[src/rtl/layer_frame_pkg.sv]
// Shared definitions for the NeoPixel frame sequencer.
//   CNT_W       width of the shared phase timer
//   St*         FSM state encodings (plain constants for legacy tools)
//   cnt_cfg_t   shadow copy of the five timing counts, latched at frame start
//   phase_len   selects the '0' or '1' count for the current bit
package layer_frame_pkg;

  localparam int unsigned CNT_W = 16;

  localparam logic [2:0] StIdle  = 3'd0;
  localparam logic [2:0] StFetch = 3'd1;
  localparam logic [2:0] StLoad  = 3'd2;
  localparam logic [2:0] StBitH  = 3'd3;
  localparam logic [2:0] StBitL  = 3'd4;
  localparam logic [2:0] StRst   = 3'd5;

  typedef struct packed {
    logic [7:0]  t0h;
    logic [7:0]  t0l;
    logic [7:0]  t1h;
    logic [7:0]  t1l;
    logic [15:0] rst;
  } cnt_cfg_t;

  function automatic logic [CNT_W-1:0] phase_len(input logic       b,
                                                 input logic [7:0] cnt0,
                                                 input logic [7:0] cnt1);
    return CNT_W'(b ? cnt1 : cnt0);
  endfunction

endpackage

[src/rtl/layer_frame_ctl_if.sv]
// Pixel RAM read port between the frame sequencer and the pixel RAM.
//   rd_en    read strobe (master -> RAM)
//   rd_addr  byte address (master -> RAM)
//   rd_data  read data, valid one cycle after rd_en (RAM -> master)
interface layer_frame_ctl_if #(
  parameter int unsigned ADDR_W = 8
);
  logic              rd_en;
  logic [ADDR_W-1:0] rd_addr;
  logic [7:0]        rd_data;

  modport master (output rd_en, output rd_addr, input rd_data);
  modport slave  (input rd_en, input rd_addr, output rd_data);
endinterface

[src/rtl/layer_phase_tmr.sv]
// Loadable down counter timing one output phase.
//   clk_in, rst_n_in  clock, asynchronous active-low reset
//   load_i            load value_i this cycle (phase starts next cycle)
//   value_i           phase count; the phase lasts value_i+1 cycles
//   expire_o          high on the last cycle of the phase (counter at zero)
module layer_phase_tmr
  import layer_frame_pkg::*;
(
  input  logic             clk_in,
  input  logic             rst_n_in,
  input  logic             load_i,
  input  logic [CNT_W-1:0] value_i,
  output logic             expire_o
);

  logic [CNT_W-1:0] cnt_q, cnt_d;

  always_comb begin
    cnt_d = cnt_q;
    if (load_i) begin
      cnt_d = value_i;
    end else if (cnt_q != '0) begin
      cnt_d = cnt_q - CNT_W'(1);
    end
  end

  always_ff @(posedge clk_in or negedge rst_n_in) begin
    if (!rst_n_in) begin
      cnt_q <= '0;
    end else begin
      cnt_q <= cnt_d;
    end
  end

  assign expire_o = (cnt_q == '0);

endmodule

[src/rtl/layer_frame_ctl.sv]
// NeoPixel frame sequencer: on start, reads LED_NUM*3 pixel bytes and serialises them MSB-first
// with per-bit high/low phase counts, then emits the reset gap.
//   clk_in, rst_n_in     clock, asynchronous active-low reset
//   start_in             frame request, accepted only when idle
//   t0h/t0l/t1h/t1l/rst  timing counts, latched at start acceptance
//   ram_if               pixel RAM read port (master side)
//   bit_out              registered LED data line
//   busy_out             high from start acceptance through the done_out cycle
//   done_out             one-cycle pulse on the last reset-gap cycle
// Build option: OUT_INV_EN inverts bit_out at the pin register, reset level included.
module layer_frame_ctl
  import layer_frame_pkg::*;
#(
  parameter int unsigned LED_NUM = 64,
  parameter int unsigned ADDR_W  = $clog2(LED_NUM * 3)
) (
  input  logic                clk_in,
  input  logic                rst_n_in,
  input  logic                start_in,
  input  logic [7:0]          t0h_cnt_in,
  input  logic [7:0]          t0l_cnt_in,
  input  logic [7:0]          t1h_cnt_in,
  input  logic [7:0]          t1l_cnt_in,
  input  logic [15:0]         rst_cnt_in,
  layer_frame_ctl_if.master   ram_if,
  output logic                bit_out,
  output logic                busy_out,
  output logic                done_out
);

  localparam logic [ADDR_W-1:0] LastByte = ADDR_W'(LED_NUM * 3 - 1);
`ifdef OUT_INV_EN
  localparam logic OutInv = 1'b1;
`else
  localparam logic OutInv = 1'b0;
`endif

  logic [2:0]        state_q, state_d;
  cnt_cfg_t          cfg_q, cfg_d;
  logic [7:0]        sh_q, sh_d;
  logic [7:0]        nxt_q, nxt_d;
  logic [2:0]        bit_idx_q, bit_idx_d;
  logic [ADDR_W-1:0] byte_q, byte_d;
  logic [ADDR_W-1:0] addr_q, addr_d;
  logic              rd_en_q, rd_en_d;
  logic              pend_q;
  logic              bit_q, bit_d;
  logic              busy_q;
  logic              tmr_load;
  logic [CNT_W-1:0]  tmr_value;
  logic              tmr_expire;
  logic              cur_bit;

  assign cur_bit = sh_q[bit_idx_q];

  always_comb begin
    state_d   = state_q;
    cfg_d     = cfg_q;
    sh_d      = sh_q;
    bit_idx_d = bit_idx_q;
    byte_d    = byte_q;
    tmr_load  = 1'b0;
    tmr_value = '0;

    unique case (state_q)
      StIdle: begin
        if (start_in) begin
          cfg_d = '{t0h: t0h_cnt_in, t0l: t0l_cnt_in, t1h: t1h_cnt_in,
                    t1l: t1l_cnt_in, rst: rst_cnt_in};
          state_d = StFetch;
        end
      end
      StFetch: state_d = StLoad;
      StLoad: begin
        sh_d      = ram_if.rd_data;
        bit_idx_d = 3'd7;
        byte_d    = '0;
        state_d   = StBitH;
        tmr_load  = 1'b1;
        tmr_value = phase_len(sh_d[7], cfg_q.t0h, cfg_q.t1h);
      end
      StBitH: begin
        if (tmr_expire) begin
          state_d   = StBitL;
          tmr_load  = 1'b1;
          tmr_value = phase_len(cur_bit, cfg_q.t0l, cfg_q.t1l);
        end
      end
      StBitL: begin
        if (tmr_expire) begin
          tmr_load = 1'b1;
          if (bit_idx_q != 3'd0) begin
            bit_idx_d = bit_idx_q - 3'd1;
            state_d   = StBitH;
            tmr_value = phase_len(sh_q[bit_idx_d], cfg_q.t0h, cfg_q.t1h);
          end else if (byte_q == LastByte) begin
            state_d   = StRst;
            tmr_value = cfg_q.rst;
          end else begin
            // Byte boundary: prefetched byte is already in nxt_q, so no bubble.
            sh_d      = nxt_q;
            bit_idx_d = 3'd7;
            byte_d    = byte_q + ADDR_W'(1);
            state_d   = StBitH;
            tmr_value = phase_len(nxt_q[7], cfg_q.t0h, cfg_q.t1h);
          end
        end
      end
      StRst: begin
        if (tmr_expire) state_d = StIdle;
      end
      default: state_d = StIdle;
    endcase

    // Reads: byte 0 in FETCH, byte k+1 on the first high cycle of bit 7 of byte k.
    rd_en_d = 1'b0;
    addr_d  = addr_q;
    if (state_d == StFetch) begin
      rd_en_d = 1'b1;
      addr_d  = '0;
    end else if (state_d == StBitH && state_q != StBitH && bit_idx_d == 3'd7 &&
                 byte_d != LastByte) begin
      rd_en_d = 1'b1;
      addr_d  = byte_d + ADDR_W'(1);
    end

    nxt_d = pend_q ? ram_if.rd_data : nxt_q;
    bit_d = OutInv ^ (state_d == StBitH);
  end

  always_ff @(posedge clk_in or negedge rst_n_in) begin
    if (!rst_n_in) begin
      state_q   <= StIdle;
      cfg_q     <= '0;
      sh_q      <= '0;
      nxt_q     <= '0;
      bit_idx_q <= '0;
      byte_q    <= '0;
      addr_q    <= '0;
      rd_en_q   <= 1'b0;
      pend_q    <= 1'b0;
      bit_q     <= OutInv;
      busy_q    <= 1'b0;
    end else begin
      state_q   <= state_d;
      cfg_q     <= cfg_d;
      sh_q      <= sh_d;
      nxt_q     <= nxt_d;
      bit_idx_q <= bit_idx_d;
      byte_q    <= byte_d;
      addr_q    <= addr_d;
      rd_en_q   <= rd_en_d;
      // Prefetch data arrives the cycle after the strobe; FETCH data goes straight to sh.
      pend_q    <= rd_en_q && (state_q == StBitH);
      bit_q     <= bit_d;
      busy_q    <= (state_d != StIdle);
    end
  end

  layer_phase_tmr u_tmr (
    .clk_in   (clk_in),
    .rst_n_in (rst_n_in),
    .load_i   (tmr_load),
    .value_i  (tmr_value),
    .expire_o (tmr_expire)
  );

  assign ram_if.rd_en   = rd_en_q;
  assign ram_if.rd_addr = addr_q;
  assign bit_out        = bit_q;
  assign busy_out       = busy_q;
  // Derived from registered state and counter only.
  assign done_out       = (state_q == StRst) && tmr_expire;

endmodule
[src/flat_wrapper.sv]
// flat-port wrapper written by rule: the top's interface ports become plain ports
module layer_frame_ctl_flat import layer_frame_pkg::*;
#(
  parameter int unsigned LED_NUM = 64,
  parameter int unsigned ADDR_W  = $clog2(LED_NUM * 3)
)
  (clk_in, rst_n_in, start_in, t0h_cnt_in, t0l_cnt_in, t1h_cnt_in, t1l_cnt_in, rst_cnt_in, bit_out, busy_out, done_out, ram_if_rd_en, ram_if_rd_addr, ram_if_rd_data);
  layer_frame_ctl_if #(.ADDR_W(ADDR_W)) ram_if_i ();
  input  logic clk_in;
  input  logic rst_n_in;
  input  logic start_in;
  input  logic [7:0] t0h_cnt_in;
  input  logic [7:0] t0l_cnt_in;
  input  logic [7:0] t1h_cnt_in;
  input  logic [7:0] t1l_cnt_in;
  input  logic [15:0] rst_cnt_in;
  output logic bit_out;
  output logic busy_out;
  output logic done_out;
  output wire logic [$bits(ram_if_i.rd_en)-1:0] ram_if_rd_en;
  output wire logic [$bits(ram_if_i.rd_addr)-1:0] ram_if_rd_addr;
  input wire logic [$bits(ram_if_i.rd_data)-1:0] ram_if_rd_data;
  assign ram_if_rd_en = ram_if_i.rd_en;
  assign ram_if_rd_addr = ram_if_i.rd_addr;
  assign ram_if_i.rd_data = ram_if_rd_data;
  layer_frame_ctl #(.LED_NUM(LED_NUM), .ADDR_W(ADDR_W)) u_core (.clk_in(clk_in), .rst_n_in(rst_n_in), .start_in(start_in), .t0h_cnt_in(t0h_cnt_in), .t0l_cnt_in(t0l_cnt_in), .t1h_cnt_in(t1h_cnt_in), .t1l_cnt_in(t1l_cnt_in), .rst_cnt_in(rst_cnt_in), .ram_if(ram_if_i), .bit_out(bit_out), .busy_out(busy_out), .done_out(done_out));
endmodule
[config.mk]
export PLATFORM = sky130hd
export DESIGN_NAME = layer_frame_ctl_flat
export DESIGN_NICKNAME = d
export VERILOG_FILES = /design/src/rtl/layer_frame_pkg.sv /design/src/rtl/layer_frame_ctl_if.sv /design/src/rtl/layer_phase_tmr.sv /design/src/rtl/layer_frame_ctl.sv /design/src/flat_wrapper.sv
export SDC_FILE = /design/constraint.sdc
export NUM_CORES = 1
export LEC_CHECK = 0
export CAP_MARGIN = 10
export CORE_MARGIN = 2
export CORE_UTILIZATION = 40
export DETAILED_ROUTE_END_ITERATION = 10
export GPL_TIMING_DRIVEN = 0
export HOLD_SLACK_MARGIN = 0.05
export SLEW_MARGIN = 20
export SYNTH_ARGS = -nofsm -noshare
export SYNTH_HDL_FRONTEND = slang
export SYNTH_SLANG_ARGS = --single-unit
[constraint.sdc]
create_clock -name clk_in -period 3.9 [get_ports clk_in]
set_input_delay 0.78 -clock clk_in [delete_from_list [all_inputs] [get_ports clk_in]]
set_output_delay 0.78 -clock clk_in [all_outputs]
set_load 0.1 [all_outputs]
* After elaboration in Yosys (flattened, before gate mapping)
Index checks and enable logic that the tools add are counted.
** Storage, ports and cells
- Register bits :: 106
- Output and inout port bits :: 12
- Word-level logic and storage cells :: 92
** Operators by class
- Equality and inequality tests :: 14
- $lt $le $gt $ge :: 2
- $add $sub $neg :: 4
- Mux-type cells :: 40
- Reductions and logical operators :: 16
** Operators by type and width (count)
- two-way mux 16 bit :: 6
- two-way mux 8 bit :: 12
- case mux 16 bit (3 select lines) :: 1
- case mux 8 bit (2 select lines) :: 2
- two-way mux 3 bit :: 9
- case mux 3 bit (6 select lines) :: 1
- adder 8 x 1 -> 8 bit, second input constant :: 2
- zero test 16 bit :: 1
- nonzero test 16 bit :: 1
- subtractor 16 x 1 -> 16 bit, second input constant :: 1
- == test 3 x 2 -> 1 bit, second input constant :: 3
- == test 3 bit, second input constant :: 3
- == test 8 bit, second input constant :: 1
- < comparator 3 x 4 -> 1 bit, second input constant :: 2
- != test 8 bit, second input constant :: 1
- binary-select mux 1 bit (select 3 bit) :: 2
- == test 3 x 1 -> 1 bit, second input constant :: 2
- case mux 3 bit (2 select lines) :: 1
- nonzero test 2 bit :: 3
- nonzero test 3 bit :: 2
- logical AND 1 bit :: 5
- two-way mux 1 bit :: 5
- != test 2 bit, second input constant :: 2
- AND reduction 4 bit :: 1
- 7 further kinds :: 7

* Depth between registers and ports, before layout
Gate-level depths: netlist (run 1).
- Depth in word-level cells :: 11
- Mapped depth :: 13
- Depth with buffers taken out :: 12

* Hierarchy
From an unflattened synthesis (run 1), not the netlist that was laid out.
** Unflattened totals
- Cell total of the unflattened synthesis :: 611
- Area total of the unflattened synthesis :: 5723.0 µm²
** By module, submodules not included
- layer_frame_ctl :: area an instance 4723.3 µm², seq. area each 2252.2 µm², times used 1, cells each 504
- layer_phase_tmr :: area an instance 999.7 µm², seq. area each 400.4 µm², times used 1, cells each 107

* Least setup slack after synthesis (run 1)
No wires, ideal clock.
- Path kind :: reg2out
- From :: reg u_core.u_tmr.cnt_q[0]
- To :: out done_out
- Path slack :: -310 ps
- Stages on the path, launching flop included :: 8
- Arrival time :: 3430 ps
- Buffers on the path :: 0
- Cells stage by stage :: dfrtp_1 > inv_1 > ha_1 > inv_1 > or4_1 > nor3_1 > nand2_1 > nor3_1
** On the way
- Longest elaborated chain between the ends :: 2
** Ends and longest elaborated chain
- start: declaration :: RTL line layer_phase_tmr.sv:16 : logic [CNT_W-1:0] cnt_q, cnt_d;
- start signal: assignment :: RTL line layer_phase_tmr.sv:31 : cnt_q <= cnt_d;
- zero test 16 bit :: RTL line layer_phase_tmr.sv:35 : assign expire_o = (cnt_q == '0);
- logical AND 1 bit :: RTL line layer_frame_ctl.sv:173 : assign done_out = (state_q == StRst) && tmr_expire;
- end: declaration :: RTL line flat_wrapper.sv:19 : output logic done_out;
No other way between the ends.

* Worst setup path in the final report (run 1)
Ends and elaborated chain as after synthesis.

==> results of run 1 <==
## worst max-delay path by stage
stage / start / to / slack (ns) / depth (start not counted)
final: u_core.u_tmr.cnt_q[0] / done_out / 0.46 / 8
after global routing: u_core.state_q[0] / u_core.ram_if.rd_addr[3] / 0.26 / 12
after CTS: u_core.u_tmr.cnt_q[0] / done_out / 0.09 / 8
after detailed placement: u_core.u_tmr.cnt_q[0] / done_out / 0.20 / 8
after global placement: rst_n_in / u_core.cfg_q[20] / -1.93 / 1
after floorplan: u_core.u_tmr.cnt_q[0] / done_out / 0.54 / 7
## state kept, by name, summed over array words and instances (netlist names)
name,cells
u_core.cfg_q,48
u_core.u_tmr.cnt_q,16
u_core.byte_q,8
u_core.nxt_q,8
u_core.ram_if.rd_addr,8
u_core.sh_q,8
u_core.bit_idx_q,3
u_core.state_q,3
u_core.bit_out,1
u_core.busy_out,1
u_core.pend_q,1
u_core.ram_if.rd_en,1
## cell type report
cell class | count | share of cell area [%]
Clock inverter | 6 | 1.282
Buffer | 32 | 1.950
Clock buffer | 10 | 3.449
Timing Repair Buffer | 70 | 10.31
Sequential cell | 106 | 38.28
Multi-Input combinational cell | 461 | 40.83
Tap cell | 180 | 3.250
Inverter | 12 | 0.6501
## synth_stat cells (2+ instances only)
master	number
o211ai_1	3
mux4_2	4
a22oi_1	7
or4_1	4
clkbuf_1	26
ha_1	6
and4_1	2
mux2i_1	42
and2_1	2
nand3_1	9
nand2_1	178
or3_1	5
dfrtp_1	106
nor4_1	3
nor3_1	21
o21a_1	2
or2_1	2
o31ai_1	2
nand2b_1	3
nor2b_1	3
and3_1	4
o221ai_1	9
xnor2_1	12
xor2_1	7
a31oi_1	4
o21ai_1	2
o22ai_1	8
buf_2	3
a21oi_1	23
o21ai_0	11
nand3b_1	2
nor2_1	39
inv_1	12
nand4b_1	2
mux2_2	16
## routing by layer
metal  wire (um)  vias to the layer above  share of wire [%]  global-route usage (%)
met3         507                       15                3.6                   3.020
li1            -                     2265                  -                       -
met4         240                        0                1.7                   7.040
met5           0                        -                  0                       0
met2        6769                      103                 48                   33.49
met1        6533                     2236                 46                   26.00
## kinds of logic after synthesis
group | after synthesis | share of synthesized area (%)
flip-flops | 106 | 46.95
AO/OA/AOI/OAI | 81 | 9.502
AND/OR/NAND/NOR | 291 | 23.26
multiplexers | 64 | 12.82
buffers and inverters | 44 | 3.189
XOR/XNOR | 19 | 2.946
adder cells (fa/ha/maj) | 6 | 1.329
## power groups by stage
stage / Sequential, mW / Clock (mW) / Combinational [mW]
finish: 1.89 / 1.01 / 1.81
floorplan: 1.98 / 0 / 1.22
global placement: 1.89 / 0 / 1.77
detailed placement: 1.91 / 0 / 1.82
global route: 1.95 / 1.06 / 2.03
CTS: 1.89 / 1.03 / 1.82
## stage by stage
| stage | cell area, um^2 | hold WS [ns] | setup TNS, ns |
|---|---|---|---|
| after floorplan | 5654 | 0.4450 | 0 |
| after global placement | 6570 | 0.4584 | -203.40 |
| after detailed placement | 6603 | 0.4641 | 0 |
| after CTS | 6929 | 0.3276 | 0 |
| after global routing | 6929 | 0.3412 | 0 |
| final | 6929 | 0.3199 | 0 |
==> impl_metrics.env, run 1 <==
export IMPL_mostFrequentLayoutCell="nand2_1"
export IMPL_async_flop_share_pct=100.0
export IMPL_final_util_pct=50.11
export IMPL_first_pass_iters=4
export IMPL_startpoint_type="flip-flop"
export IMPL_ctsHoldBuffers=0
export IMPL_core_area_mm2=0.01383
export IMPL_drt_wirelength_per_cell_um=16.02
export IMPL_internal_power_mw=2.906
export IMPL_p_comb_share_pct=38.5
export IMPL_clock_path_buffers=2
export IMPL_crit_family="simple AND/OR/NAND/NOR gates"
export IMPL_synth_edff_count=0
export IMPL_via_count=4619
export IMPL_crit_path_end_kind="output port"
export IMPL_clk_latency_ns=0.36
export IMPL_h_tree_depth=3
export IMPL_yosys_register_bits=106
export IMPL_grt_max_degree=69
export IMPL_hold_viol=0
export IMPL_power_leakage_nw=3.142
export IMPL_reg2reg_to="u_core.ram_if.rd_addr[0]"
export IMPL_pwr_share_seq_pct=40.1
export IMPL_syn_cell_area_mm2=0.005649
export IMPL_post_cts_repair_setup_buffers=0
export IMPL_postRouteAntennaNets=0
export IMPL_clkPwrFrac_pct=21.4
export IMPL_clk_pin_slew_ns=0.07
export IMPL_drive_gt1_share_pct=8.321
export IMPL_slew_headroom_pct=35.47
export IMPL_synth_area_leaders="dfrtp_1 47%, nand2_1 12%, mux2i_1 7.4%, mux2_2 3.2%, nor2_1 2.6%"
export IMPL_num_fill_cells=1297
export IMPL_p_switching_mw=1.803
export IMPL_p_sw_share_pct=38.29
export IMPL_nets=757
export IMPL_finalWorstSetupSlack_ns=0.4576
export IMPL_cp_arrival_ns=2.66
export IMPL_avgSynthCellArea_um2=9.246
export IMPL_worstMarginPinSlew_ns=0.9649
export IMPL_synth_cells=611
export IMPL_io_buffers=69
export IMPL_wl_mm=14.05
export IMPL_reg2reg_slack_ns=0.58
export IMPL_setup_viol=0
export IMPL_min_period_over_period_pct=88.27
export IMPL_fmax_ghz=0.2905
export IMPL_post_cts_resized=1
export IMPL_grt_usage_pct=19.88
export IMPL_grt_pass1_wl_mm=22.96
export IMPL_seq_area_frac_synth_pct=46.95
export IMPL_worstPathMaxFanout=3
export IMPL_grt_setup_unrepaired="no"
export IMPL_regArea_mm2=0.002653
export IMPL_start_util_pct=40.86
export IMPL_grt_overflow=0
export IMPL_slowest_delay_ns=0.51
export IMPL_dpl_cell_count=861
export IMPL_pre_cts_ws_ns=0.1953
export IMPL_netlist_area_leader_share_pct=46.95
export IMPL_synthFlopType="dfrtp_1"
export IMPL_status="finished clean"
export IMPL_synth_top_area_cell="dfrtp_1"
export IMPL_root_buffer="clkbuf_16"
export IMPL_syn_nets=676
export IMPL_yosys_warnings=0
export IMPL_first_global_vias=4616
export IMPL_ir_worst_vdd_mv=0.2779
export IMPL_cts_tree="yes"
export IMPL_dieWidth_um=122.8
export IMPL_fin_cells=877
export IMPL_dieArea_mm2=0.01509
export IMPL_period_needed_ns=3.442
export IMPL_io_pin_count=71
export IMPL_cp_common_cell="inv_1"
export IMPL_cp_required_ns=3.12
export IMPL_antenna_found_initial=0
export IMPL_cts_sinks=106
export IMPL_gp_congestion=0.8937
export IMPL_rr_startpoint="u_core.state_q[0]"
export IMPL_slowest_stage="or4_1"
export IMPL_drv_cap=0
export IMPL_total_power_mw=4.709
export IMPL_synth_cell_types=62
export IMPL_die_height_um=122.8
export IMPL_power_density_mw_per_mm2=679.6
export IMPL_antenna_cells=0
export IMPL_path_cells="inv_1 > ha_1 > inv_1 > or4_1 > nor3_1 > nand2_1 > nor3_2 > clkbuf_2"
export IMPL_final_cell_mix="178 x nand2_1, 106 x dfrtp_1, 67 x clkdlybuf4s50_1, 40 x mux2i_1, 39 x nor2_1"
export IMPL_dr_first_iter_drc_count=312
export IMPL_critical_path_class="reg2out"
export IMPL_avgViaCountPerCell=5.267
export IMPL_clock_skew_final_ns=0.006801
export IMPL_critPathBufInv=3
export IMPL_hpwl_mm=10.36
export IMPL_cts_inserted_buffers=9
export IMPL_route_detailed_drc=0
export IMPL_drv_slew=0
export IMPL_rr_worst_depth=12
export IMPL_area_growth_pct=22.66
export IMPL_hold_path_class="in2async"
export IMPL_multiInputGateArea_mm2=0.002829
export IMPL_rows=43
Note: power is estimated with default switching activity, not from simulation.
==> run 2: changes to the inputs <==
Settings changed: CORE_ASPECT_RATIO set to 0.8, PLACE_DENSITY_LB_ADDON set to 0.2.
Clock period 3.9 ns to 4.05 ns, I/O delays scaled along.
==> impl_metrics.env, run 2 (synthesis results as in run 1) <==
export IMPL_rr_startpoint="u_core.u_tmr.cnt_q[6]"
export IMPL_worstMarginPinSlew_ns=0.9628
export IMPL_drv_cap=0
export IMPL_final_util_pct=50.74
export IMPL_drive_gt1_share_pct=8.034
export IMPL_p_comb_share_pct=38.4
export IMPL_first_pass_iters=7
export IMPL_antenna_cells=0
export IMPL_mostFrequentLayoutCell="nand2_1"
export IMPL_slowest_stage="dlygate4sd2_1"
export IMPL_grt_pass1_wl_mm=23.53
export IMPL_fmax_ghz=0.2570
export IMPL_total_power_mw=4.576
export IMPL_io_pin_count=71
export IMPL_reg_top3="u_core.cfg_q (48), u_core.u_tmr.cnt_q (16)"
export IMPL_reg2reg_to="u_core.ram_if.rd_addr[0]"
export IMPL_grt_setup_unrepaired="no"
export IMPL_finalInstanceArea_mm2=0.006948
export IMPL_clock_skew_final_ns=0.008347
export IMPL_power_leakage_nw=3.150
export IMPL_start_util_pct=41.26
export IMPL_grt_max_degree=81
export IMPL_slowest_delay_ns=0.87
export IMPL_top_layer="met4"
export IMPL_status="finished clean"
export IMPL_grt_usage_pct=20.09
export IMPL_cp_common_cell="inv_1"
export IMPL_largest_register="u_core.cfg_q"
export IMPL_p_switching_mw=1.730
export IMPL_clk_pin_slew_ns=0.07
export IMPL_critical_path_class="reg2out"
export IMPL_dieArea_mm2=0.01510
export IMPL_clock_path_buffers=2
export IMPL_h_tree_depth=3
export IMPL_wl_mm=13.94
export IMPL_drt_wirelength_per_cell_um=15.90
export IMPL_fin_cells=877
export IMPL_fin_setup_tns_ns=0
export IMPL_antenna_found_initial=0
export IMPL_final_cell_mix="178 x nand2_1, 106 x dfrtp_1, 67 x clkdlybuf4s50_1, 40 x mux2i_1, 39 x nor2_1"
export IMPL_cp_required_ns=3.24
export IMPL_postRouteAntennaNets=0
export IMPL_cts_tree="yes"
export IMPL_dieWidth_um=136.9
export IMPL_ir_worst_vdd_mv=0.3996
export IMPL_nets=757
export IMPL_cp_arrival_ns=3.08
export IMPL_startpoint_type="flip-flop"
export IMPL_wl_met3_um=600
export IMPL_rr_worst_depth=9
export IMPL_dpl_cell_count=861
export IMPL_critPathBufInv=3
export IMPL_p_sw_share_pct=37.81
export IMPL_area_growth_pct=22.99
export IMPL_clkPwrFrac_pct=22.0
export IMPL_hold_viol=0
export IMPL_root_buffer="clkbuf_16"
export IMPL_crit_path_end_kind="output port"
export IMPL_via_count=4659
export IMPL_period_needed_ns=3.891
export IMPL_first_global_vias=4658
export IMPL_worstPathMaxFanout=3
export IMPL_largest_reg_flops=48
export IMPL_post_dp_cell_area_mm2=0.006603
export IMPL_drv_slew=0
export IMPL_hold_path_class="in2async"
export IMPL_internal_power_mw=2.846
export IMPL_die_height_um=110.3
export IMPL_grt_overflow=0
export IMPL_clk_latency_ns=0.35
export IMPL_slew_headroom_pct=35.61
export IMPL_io_buffers=69
export IMPL_route_detailed_drc=0
export IMPL_route_met2_wl_mm=6.179
export IMPL_cts_inserted_buffers=9
export IMPL_path_cells="inv_1 > ha_1 > inv_1 > or4_1 > nor3_1 > nand2_1 > nor3_2 > dlygate4sd2_1"
export IMPL_power_density_mw_per_mm2=658.6
export IMPL_dr_first_iter_drc_count=378
export IMPL_cts_sinks=106
export IMPL_hpwl_mm=10.19
export IMPL_setup_viol=0
export IMPL_core_area_mm2=0.01369
export IMPL_avgViaCountPerCell=5.312
export IMPL_rows=38
export IMPL_reg2reg_slack_ns=0.72
export IMPL_crit_family="simple AND/OR/NAND/NOR gates"
export IMPL_gp_congestion=0.8465
export IMPL_min_period_over_period_pct=96.06
export IMPL_pwr_share_seq_pct=39.6
export IMPL_wl_met1_mm=6.941
-- run 2: changes by cell type in the layout (fill, tap and decap cells not counted), sizes merged --
| cell | before | now |
|---|---|---|
| dlygate4sd2 | 0 | 1 |
| clkbuf | 37 | 36 |
| clkinv | 1 | 0 |
| bufinv | 2 | 3 |
-- run 2: routing by layer --
layer  vias to the layer above  global-route usage (%)
met5                         -                       0
met4                         0                   5.523
met1                      2254                   28.78
met2                       117                   31.61
li1                       2271                       -
met3                        17                   3.429
-- run 2: worst max-delay path by stage --
stage / startpoint / end / slack [ns] / cells past startpoint
final: u_core.u_tmr.cnt_q[0] / done_out / 0.16 / 8
after global routing: u_core.u_tmr.cnt_q[0] / done_out / 0.06 / 8
after CTS: u_core.u_tmr.cnt_q[0] / done_out / 0.22 / 8
after detailed placement: u_core.u_tmr.cnt_q[0] / done_out / 0.31 / 8
after global placement: rst_n_in / u_core.cfg_q[9] / -1.77 / 1
after floorplan: u_core.u_tmr.cnt_q[0] / done_out / 0.66 / 7
-- run 2: through the flow --
| stage | hold slack [ns] | setup slack, ns |
|---|---|---|
| 2_1_floorplan | 0.4450 | 0.6611 |
| 3_3_place_gp | 0.4578 | -1.774 |
| 3_5_place_dp | 0.4621 | 0.3114 |
| 4_1_cts | 0.3217 | 0.2197 |
| 5_1_grt | 0.3297 | 0.06184 |
| 6_report | 0.3168 | 0.1595 |
-- run 2: area by class of cell --
class	instances	area [um^2]
Multi-Input combinational cell	461	2829
Timing Repair Buffer	70	718.2
Clock inverter	6	113.9
Buffer	32	135.1
Clock buffer	10	229.0
Sequential cell	106	2653
Tap cell	180	225.2
Fill cell	1285	6745
Inverter	12	45.04
-- run 2: power groups by stage --
stage	logic [mW]	clock network (mW)	registers [mW]
2_1_floorplan	1.17	0	1.91
3_3_place_gp	1.71	0	1.81
3_5_place_dp	1.75	0	1.83
4_1_cts	1.76	1.03	1.81
5_1_grt	1.96	1.06	1.87
6_report	1.76	1.01	1.81
-- run 2: repair_timing --
| item | CTS | global route |
|---|---|---|
| buffers inserted | 0 | 0 |
| endpoints found under the setup margin | 1 | 0 |
| hold buffers | 0 | 0 |
| resized for setup | 1 | 0 |
-- run 2: worst reg2reg max path: cells and delay by family, from the launching register on --
kind            cells  cell delay, ns
compound gates      1            0.36
simple gates        5            1.56
mux                 2            0.74
flops               1            0.44
buf+inv             1            0.15
